File: src/rtl/debounce_pkg.sv
`default_nettype none
// ============================================================================
//  Module   : debounce_pkg
//  Purpose  : Shared state encoding and default timing constants for the
//             switch debouncer and related timed conditioning stages.
//  Revision : 1.0  initial release
// ============================================================================
package debounce_pkg;

    // Default timing parameters
    localparam int DEF_CLK_DIV_BITS = 17;
    localparam int DEF_STABLE_TICKS = 3;

    // Width of the stable-tick counter (holds up to 15)
    localparam int CNT_W = 4;

    // Debouncer state encoding
    localparam logic [1:0] ST_ZERO  = 2'b00;
    localparam logic [1:0] ST_WAIT1 = 2'b01;
    localparam logic [1:0] ST_ONE   = 2'b10;
    localparam logic [1:0] ST_WAIT0 = 2'b11;

    typedef enum logic [1:0] {
        S_ZERO  = ST_ZERO,
        S_WAIT1 = ST_WAIT1,
        S_ONE   = ST_ONE,
        S_WAIT0 = ST_WAIT0
    } state_e;

endpackage : debounce_pkg
`default_nettype wire

File: src/rtl/tick_gen.sv
`default_nettype none
// ============================================================================
//  Module   : tick_gen
//  Purpose  : Free-running N-bit divider; tick is high for one cycle each
//             time the divider reads all-ones (period 2^N clocks, first
//             tick on cycle 2^N-1 after reset release).
//  Revision : 1.0  initial release
// ============================================================================
module tick_gen
    import debounce_pkg::*;
#(
    parameter int N = DEF_CLK_DIV_BITS
) (
    input  logic clk,
    input  logic reset,
    output logic tick
);

    logic [N-1:0] div_q;
    logic [N-1:0] div_d;

    // Next divider value: plain wrap-around increment
    always_comb begin
        div_d = div_q + N'(1);
    end

    // Divider register, never cleared except by reset
    always_ff @(posedge clk or posedge reset) begin
        if (reset) begin
            div_q <= '0;
        end else begin
            div_q <= div_d;
        end
    end

    assign tick = &div_q;

endmodule : tick_gen
`default_nettype wire

File: src/rtl/switch_debouncer.sv
`default_nettype none
// ============================================================================
//  Module   : switch_debouncer
//  Purpose  : Two-flop synchroniser followed by a tick-paced 4-state bounce
//             filter. Drives a clean registered level and a one-cycle pulse
//             on each qualified rising transition.
//  Options  : SWITCH_DEBOUNCER_FALL_TICK_EN adds db_fall_tick, a one-cycle
//             pulse on each qualified falling transition.
//  Revision : 1.0  initial release
// ============================================================================
module switch_debouncer
    import debounce_pkg::*;
#(
    parameter int CLK_DIV_BITS = DEF_CLK_DIV_BITS,
    parameter int STABLE_TICKS = DEF_STABLE_TICKS
) (
    input  logic clk,
    input  logic reset,
    input  logic sw_in,
    output logic db_level,
    output logic db_tick
`ifdef SWITCH_DEBOUNCER_FALL_TICK_EN
    ,
    output logic db_fall_tick
`endif
);

    // Counter reload: the value must survive STABLE_TICKS ticks in WAIT
    localparam logic [CNT_W-1:0] c_cnt_reload = CNT_W'(STABLE_TICKS - 1);

    logic              s1_q, s2_q;
    logic              tick;
    state_e            state_q, state_d;
    logic [CNT_W-1:0]  cnt_q, cnt_d;
    logic              db_level_q, db_level_d;
    logic              db_tick_q, db_tick_d;

    tick_gen #(
        .N (CLK_DIV_BITS)
    ) u_tick_gen (
        .clk   (clk),
        .reset (reset),
        .tick  (tick)
    );

    // Two-stage synchroniser for the asynchronous switch input
    always_ff @(posedge clk or posedge reset) begin
        if (reset) begin
            s1_q <= 1'b0;
            s2_q <= 1'b0;
        end else begin
            s1_q <= sw_in;
            s2_q <= s1_q;
        end
    end

    // Next state / counter; a reverting input beats a tick in the same cycle
    always_comb begin
        state_d = state_q;
        cnt_d   = cnt_q;
        case (state_q)
            S_ZERO: begin
                if (s2_q) begin
                    state_d = S_WAIT1;
                    cnt_d   = c_cnt_reload;
                end
            end
            S_WAIT1: begin
                if (!s2_q) begin
                    state_d = S_ZERO;
                end else if (tick) begin
                    if (cnt_q == '0) begin
                        state_d = S_ONE;
                    end else begin
                        cnt_d = cnt_q - 1'b1;
                    end
                end
            end
            S_ONE: begin
                if (!s2_q) begin
                    state_d = S_WAIT0;
                    cnt_d   = c_cnt_reload;
                end
            end
            S_WAIT0: begin
                if (s2_q) begin
                    state_d = S_ONE;
                end else if (tick) begin
                    if (cnt_q == '0) begin
                        state_d = S_ZERO;
                    end else begin
                        cnt_d = cnt_q - 1'b1;
                    end
                end
            end
            default: begin
                state_d = S_ZERO;
            end
        endcase
    end

    // Output decode from the upcoming state so outputs align with the state
    always_comb begin
        db_level_d = (state_d == S_ONE) || (state_d == S_WAIT0);
        db_tick_d  = (state_q == S_WAIT1) && (state_d == S_ONE);
    end

    // State, counter and output registers
    always_ff @(posedge clk or posedge reset) begin
        if (reset) begin
            state_q    <= S_ZERO;
            cnt_q      <= '0;
            db_level_q <= 1'b0;
            db_tick_q  <= 1'b0;
        end else begin
            state_q    <= state_d;
            cnt_q      <= cnt_d;
            db_level_q <= db_level_d;
            db_tick_q  <= db_tick_d;
        end
    end

    assign db_level = db_level_q;
    assign db_tick  = db_tick_q;

`ifdef SWITCH_DEBOUNCER_FALL_TICK_EN
    logic db_fall_tick_q, db_fall_tick_d;

    // Falling pulse: only a completed WAIT0 -> ZERO qualifies
    always_comb begin
        db_fall_tick_d = (state_q == S_WAIT0) && (state_d == S_ZERO);
    end

    // Falling pulse register
    always_ff @(posedge clk or posedge reset) begin
        if (reset) begin
            db_fall_tick_q <= 1'b0;
        end else begin
            db_fall_tick_q <= db_fall_tick_d;
        end
    end

    assign db_fall_tick = db_fall_tick_q;
`endif

endmodule : switch_debouncer
`default_nettype wire

File: config.mk
export PLATFORM = sky130hd
export DESIGN_NAME = switch_debouncer
export DESIGN_NICKNAME = d
export VERILOG_FILES = /design/src/rtl/debounce_pkg.sv /design/src/rtl/tick_gen.sv /design/src/rtl/switch_debouncer.sv
export SDC_FILE = /design/constraint.sdc
export NUM_CORES = 1
export LEC_CHECK = 0
export CAP_MARGIN = 20
export CORE_MARGIN = 4
export CORE_UTILIZATION = 58
export CTS_CLUSTER_DIAMETER = 30
export DETAILED_ROUTE_END_ITERATION = 16
export PLACE_DENSITY = 0.77
export SYNTH_ARGS = -nofsm -noshare
export SYNTH_HDL_FRONTEND = slang
export SYNTH_HIERARCHICAL = 1
export SYNTH_SLANG_ARGS = --single-unit
File: constraint.sdc
create_clock -name clk -period 3.1 [get_ports clk]
set_input_delay 0.465 -clock clk [delete_from_list [all_inputs] [get_ports clk]]
set_output_delay 0.465 -clock clk [all_outputs]
set_load 0.05 [all_outputs]
# Word-level counts from Yosys, hierarchy flattened
# Cells that the tools add are included.
# op_classes
n_addsub	2
n_eq_ne	9
mux	16
n_reduce_logical	6
# ops
cell	count
4-bit two-way mux	6
17-bit by 1-bit adder with 17-bit output, second input constant	1
17-bit AND reduction	1
2-bit two-way mux	8
4-bit case mux with 4 select lines	1
2-bit equality test, second input constant	4
2-bit != test, second input constant	4
2-bit case mux with 4 select lines	1
4-bit zero test	1
4-bit AND reduction	1
4-bit by 1-bit subtractor with 4-bit output, second input constant	1
2-bit by 1-bit equality test with 1-bit output, second input constant	1
2-bit zero test	1
1-bit logical AND	1
1-bit logical OR	1
# word_totals
register_bits	27
inputBits	3
output_inout_bits	2
wordCells	40

# Longest topological paths before layout
# Gate-level depths: netlist (run 1).
# depth
depth_word	7
ltp_mapped	8
depth_no_buf	8

# Modules after synthesis
# The synthesis (run 1) kept the hierarchy.
# modules_own_cells
module	n_inst	cells_per_inst	area_per_inst_um2	seq_area_each_um2
tick_gen	1	63	799.5	425.4
switch_debouncer	1	39	435.4	225.2

# Worst setup path after synthesis (run 1)
# OpenSTA, ideal clock, no wires.
# synth_path
kind	reg-to-reg
from	register u_tick_gen.div_q[0]
to	register db_level_q, in the netlist db_level
setup_time_ns	0.125
arrival_ns	2.219
required_ns	2.975
path_slack_ns	0.756
stages_incl_launch_ff	9
n_path_buf	0
cell_sequence	dfrtp_1 -> ha_1 -> nand4_2 -> nor2_1 -> and3_1 -> ha_1 -> nand2_1 -> nor4b_1 -> mux2_2
# synth_between
elab_chain_cells	6
# synth_lines
element	line	text
start, declared	tick_gen.sv:19	logic [N-1:0] div_q;
start signal, assigned	tick_gen.sv:32	div_q <= div_d;
17-bit AND reduction *	tick_gen.sv:36	assign tick = &div_q;
named net tick	switch_debouncer.sv:32	logic tick;
2-bit two-way mux (on tied branches)	switch_debouncer.sv:88, switch_debouncer.sv:71	
2-bit two-way mux (on tied branches)	switch_debouncer.sv:86, switch_debouncer.sv:69	
2-bit case mux with 4 select lines *	switch_debouncer.sv:61	case (state_q)
2-bit equality test	switch_debouncer.sv:104	db_level_d = (state_d == S_ONE) || (state_d == S_WAIT0);
1-bit logical OR *	switch_debouncer.sv:104	
named net db_level_d	switch_debouncer.sv:35	logic db_level_q, db_level_d;
end signal, assigned	switch_debouncer.sv:118	db_level_q <= db_level_d;
end, declared	switch_debouncer.sv:35	
# Mark *: on every way through the listed nets, which the timed path passes. The rest lies on a longest branch.
# A chain may end at the register's enable or synchronous reset.

# Final worst setup path (run 1)
# Ends and elaborated chain as after synthesis.

==> reports/metrics.cfg, run 1 <==
[global_route]
grt_pass1_wl_um=3490
grt_pass1_vias=774
grt_max_degree=18
antenna_found_initial=0
overflow=0
grt_use_total_pct=17.3

[clocking]
cts_inserted_buffers=3
cts_num_sinks=26
cts-root-buf=clkbuf_4
postCtsSetupBuffers=0
cts_hold_buf=0
clockBufferDepth=2
h-tree-depth=1
cts_tree=built
clk_latency_ns=0.32
post_cts_resized=0
clk_pin_slew_ns=0.13

[setup_path]
cp_num_buf_inv=0
crit_top_cell=ha_1
cp_slowest_stage_delay_ns=0.48
worstPathRequired_ns=3.32
path_cells=ha_1 > nand4_2 > nor2_1 > and3_1 > ha_1 > nand2_1 > nor4b_1 > mux2_2
arrival_ns=2.83
critical_path_class=reg -> reg
worstPathMaxFanout=6
critical-path-top-delay-family=simple AND/OR/NAND/NOR gates
startpoint_type=register
crit_slowest_cell=dfrtp_1
worst_setup_path_end_kind=register

[synthesis]
synth-seq-cells=26
syn_area_sq_um=1230
avgSynthCellArea_sq_um=12.1
yosysUniqueCellTypes=30
seq_area_frac_synth_pct=52.7
yosys_warnings=6
synth_area_leaders=dfrtp_1, xor2_1, xnor2_1
synth_top_area_cell=dfrtp_1
synth_top_area_share_pct=52.7
synthCells=102
synth_nets=108

[layout]
layout_commonest_cell=dfrtp_1
fillers=166
drive_gt1_share_pct=13.8
syn2layout_area_growth_pct=9.83
layout_common_cells=dfrtp_1, xor2_1, inv_1, nand2_1, xnor2_1
nNetsFinal=116
multi_input_area_sq_um=549
final_cells=136
fin_area_sq_um=1360
regArea_sq_um=651
utilization_pct=67.8
antennaDiodeCount=0

[die]
ios=5
dieArea_sq_um=2930
rows=16
die_h_um=54.1
coreArea_sq_um=2000
fp.dieW_um=54.1
start_util_pct=61.7

[sta]
hold_violations=0
fin_ws_ns=0.486
setup_viol=0
rsz0062_at_grt=false
setup-tns-final_ns=0
skew_ns=0.00655
maxSlewViolCount=0
worst_pin_slew_ns=0.626
period_share_pct=84.3
fin_crit_ns=2.61
fmax_mhz=383
slew_headroom_pct=58.2
hold_ws_ns=0.371

[job]
maxCapViolCount=0

[drt]
drcViolationCount=0
vias_per_cell=5.67
finalWirelength_um=1950
ant_nets=0
dr_total_vias=771
drtPass1Iterations=4
first_iter_violations=17
avgRoutedWirePerCell_um=14.3

[placed_design]
gp_congestion=0.763
hpwl_um=1470
dp.cells=132
io_buffers=4
placed_area_sq_um=1300
dp_slack_ns=0.475

[power]
power_uw=605
power.density_nw_per_um2=446
vdd_ir_drop_max_mv=0.330
power_leakage_nw=0.651

[run_status]
outcome=finished, final reports clean

[hold_path]
min_path_type=reg -> reg

[report_power, final]
| part | leakage (nW) | total, mW | internal [mW] | switching, mW |
|---|---|---|---|---|
| Combinational | 0.285 | 0.0270 | 0.0106 | 0.0164 |
| Sequential | 0.338 | 0.347 | 0.343 | 0.00419 |
| Clock | 0.0279 | 0.230 | 0.131 | 0.0994 |
[cell families after synthesis]
group	synth area share [%]
XOR/XNOR	11.3
multiplexers	0.912
AND/OR/NAND/NOR	24.5
buffers and inverters	2.84
flip-flops	52.7
AO/OA/AOI/OAI	4.66
adder cells (fa/ha/maj)	3.04
[synth_stat cells (all sizes together)]
cell and n:
mux2 1, nor4b 2, nor2b 1, or3b 1, nand4 6, a32o 1
a311oi 1, a22o 1, ha 3, dfrtp 26, nor4 3, nand3 5
xnor2 7, buf 1, xor2 9, and4 1, o211ai 1, inv 8
or4b 1, and3 1, nor4bb 1, and3b 1, nand2 7, nor2 5
a21o 3, nor3 5
[state kept, by name, indices dropped and copies added, names as in the netlist]
register and count:
s1_q 1, db_level 1, cnt_q 4, state_q 1, u_tick_gen/div_q 17, db_tick 1, s2_q 1
[path summary, 6_finish.rpt]
path / from / endpoint / slack [ns] / depth (start not counted)
worst max-delay path: u_tick_gen/div_q[0] / db_level / 0.49 / 8
worst min-delay path: s1_q / s2_q / 0.37 / 0
worst max register to register: u_tick_gen/div_q[0] / db_level / 0.49 / 8
worst min register to register: s1_q / s2_q / 0.37 / 0
max in group asynchronous: reset / u_tick_gen/div_q[5] / 2.17 / 2
min in group asynchronous: reset / cnt_q[3] / 0.41 / 2
[worst register-to-register path: cells and delay by family, from the launching register on]
family | cells | cell delay, ns
adder cells (fa/ha/maj) | 2 | 0.50
multiplexers | 1 | 0.39
flip-flops | 1 | 0.48
AND/OR/NAND/NOR | 5 | 1.16
[metal layers]
metal	GRT usage [%]	part of all wire (%)
met1	21.9	45
met2	27.3	49
met3	6.09	3.9
met5	0	0
met4	6.22	1.5
[cell type report]
class | count | area share, %
Sequential cell | 26 | 48.0
Multi-Input combinational cell | 67 | 40.5
Timing Repair Buffer | 4 | 2.95
Tap cell | 27 | 2.49
Clock inverter | 1 | 2.21
Inverter | 8 | 2.21
Clock buffer | 3 | 1.66
No activity file was read; power rests on OpenSTA's default activity.
==> run 2, diff against run 1 <==
Clock period 3.1 ns to 2.5 ns, I/O delays scaled along.
==> reports/metrics.cfg, run 2 (synthesis gave the netlist of run 1 again) <==
[die]
die_h_um=54.1  ; unchanged
ios=5  ; unchanged
start_util_pct=61.7  ; unchanged
dieArea_sq_um=2930  ; unchanged
coreArea_sq_um=2000  ; unchanged
fp.dieW_um=54.1  ; unchanged
rows=16  ; unchanged

[setup_path]
critical-path-top-delay-family=simple AND/OR/NAND/NOR gates  ; unchanged
cp_slowest_stage_delay_ns=0.47  ; was 0.48 ns
worstPathMaxFanout=6  ; unchanged
crit_top_cell=ha_1  ; unchanged
path_cells=ha_1 > nand4_2 > nor2_1 > and3_1 > ha_1 > or4b_1 > a21o_1 > a32o_1  ; was ha_1 > nand4_2 > nor2_1 > and3_1 > ha_1 > nand2_1 > nor4b_1 > mux2_2
worst_setup_path_end_kind=register  ; unchanged
startpoint_type=register  ; unchanged
cp_num_buf_inv=0  ; unchanged
arrival_ns=2.48  ; was 2.83 ns
crit_slowest_cell=or4b_1  ; was dfrtp_1
critical_path_class=reg -> reg  ; unchanged
worstPathRequired_ns=2.72  ; was 3.32 ns

[layout]
nNetsFinal=120  ; was 116
fillers=150  ; was 166
top_register=u_tick_gen/div_q  ; unchanged
drive_gt1_share_pct=17.7  ; was 13.8%
regArea_sq_um=651  ; unchanged
syn2layout_area_growth_pct=12.8  ; was 9.83%
multi_input_area_sq_um=556  ; was 549 sq um
layout_commonest_cell=dfrtp_1  ; unchanged
largest_register_ffs=17  ; unchanged
final_cells=140  ; was 136
layout_common_cells=dfrtp_1, xor2_1, inv_1, nand2_1, xnor2_1  ; unchanged
antennaDiodeCount=0  ; unchanged
reg_top3=u_tick_gen/div_q: 17 flops, cnt_q: 4 flops  ; unchanged

[sta]
hold_violations=0  ; unchanged
rsz0062_at_grt=false  ; unchanged
maxSlewViolCount=0  ; unchanged
fmax_mhz=443  ; was 383 MHz
period_share_pct=90.2  ; was 84.3%
fin_crit_ns=2.26  ; was 2.61 ns
skew_ns=0.00875  ; was 0.00655 ns
worst_pin_slew_ns=0.653  ; was 0.626 ns
setup-tns-final_ns=0  ; unchanged
setup_viol=0  ; unchanged
slew_headroom_pct=56.4  ; was 58.2%

[drt]
drtPass1Iterations=4  ; unchanged
vias_per_cell=5.54  ; was 5.67
avgRoutedWirePerCell_um=13.5  ; was 14.3 um
finalWirelength_um=1890  ; was 1950 um
first_iter_violations=16  ; was 17
drcViolationCount=0  ; unchanged
dr_total_vias=776  ; was 771
ant_nets=0  ; unchanged

[placed_design]
hpwl_um=1420  ; was 1470 um
io_buffers=4  ; unchanged
gp_congestion=0.846  ; was 0.763
dp.cells=136  ; was 132

[global_route]
grt_use_total_pct=16.8  ; was 17.3%
antenna_found_initial=0  ; unchanged
grt_pass1_vias=801  ; was 774
grt_max_degree=18  ; unchanged
overflow=0  ; unchanged
grt_pass1_wl_um=3500  ; was 3490 um

[clocking]
cts_num_sinks=26  ; unchanged
clk_latency_ns=0.31  ; was 0.32 ns
h-tree-depth=1  ; unchanged
clockBufferDepth=2  ; unchanged
clk_pin_slew_ns=0.14  ; was 0.13 ns
cts_inserted_buffers=3  ; unchanged
cts_tree=built  ; unchanged
cts-root-buf=clkbuf_4  ; unchanged

[power]
power.density_nw_per_um2=535  ; was 446 nW/um^2
power_leakage_nw=0.672  ; was 0.651 nW
vdd_ir_drop_max_mv=0.422  ; was 0.330 mV

[hold_path]
min_path_type=in -> async  ; was reg -> reg

[job]
maxCapViolCount=0  ; unchanged

[run_status]
outcome=finished, final reports clean  ; unchanged

run 2: cell types whose count changed in the layout (fill, tap and decap cells not counted), sizes merged:
cell  before  now
buf        0    4
run 2: what timing repair did:
item                                    in CTS  in global routing
endpoints found under the setup margin       0                  1
buffers inserted                             0                  0
hold buffers                                 0                  0
resized for setup                            0                  1
run 2: metal layers:
layer  wire length [um]  vias up  GRT usage, %
met5                  0        -             0
met4                 18        0          6.22
met3                 33        2          3.32
met2                870        5          26.5
met1                964      386          22.8
li1                   -      383             -
run 2: area by class of cell:
class,instances,share of cell area (%)
sequential,26,46.7
multi-input combinational,67,39.9
timing repair buffer,8,5.03
tap,27,2.43
clock inverter,1,2.16
inverter,8,2.16
clock buffer,3,1.62
run 2: where the power goes:
group	total (mW)	leakage [nW]	internal, mW	switching (mW)
Clock	0.280	0.0279	0.162	0.118
Sequential	0.431	0.338	0.426	0.00490
Combinational	0.0337	0.306	0.0132	0.0206
Total	0.745	0.672	0.601	0.144
run 2: stage by stage:
| stage | util (%) | total power [mW] | instance area, sq um | setup slack [ns] | hold WS (ns) |
|---|---|---|---|---|---|
| 3_3_place_gp | 66.6 | 0.471 | 1330 | 0.290 | 0.342 |
| 4_1_cts | 69.3 | 0.757 | 1390 | 0.164 | 0.323 |
| 6_report | 69.6 | 0.745 | 1390 | 0.245 | 0.319 |
| 5_1_grt | 69.6 | 0.778 | 1390 | 0.118 | 0.352 |
| 2_1_floorplan | - | 0.462 | 1230 | 0.156 | 0.203 |
| 3_5_place_dp | 66.6 | 0.473 | 1330 | 0.180 | 0.350 |
run 2: path summary, 6_finish.rpt:
path                       cells after the start                   to  slack [ns]                 from
hold / removal                                 2             db_level        0.32                reset
setup / recovery                               8             cnt_q[3]        0.24  u_tick_gen/div_q[0]
setup reg to reg                               8             cnt_q[3]        0.24  u_tick_gen/div_q[0]
max in group asynchronous                      2  u_tick_gen/div_q[4]        1.62                reset
hold reg to reg                                0                 s2_q        0.38                 s1_q
min in group clk                               0                 s2_q        0.38                 s1_q
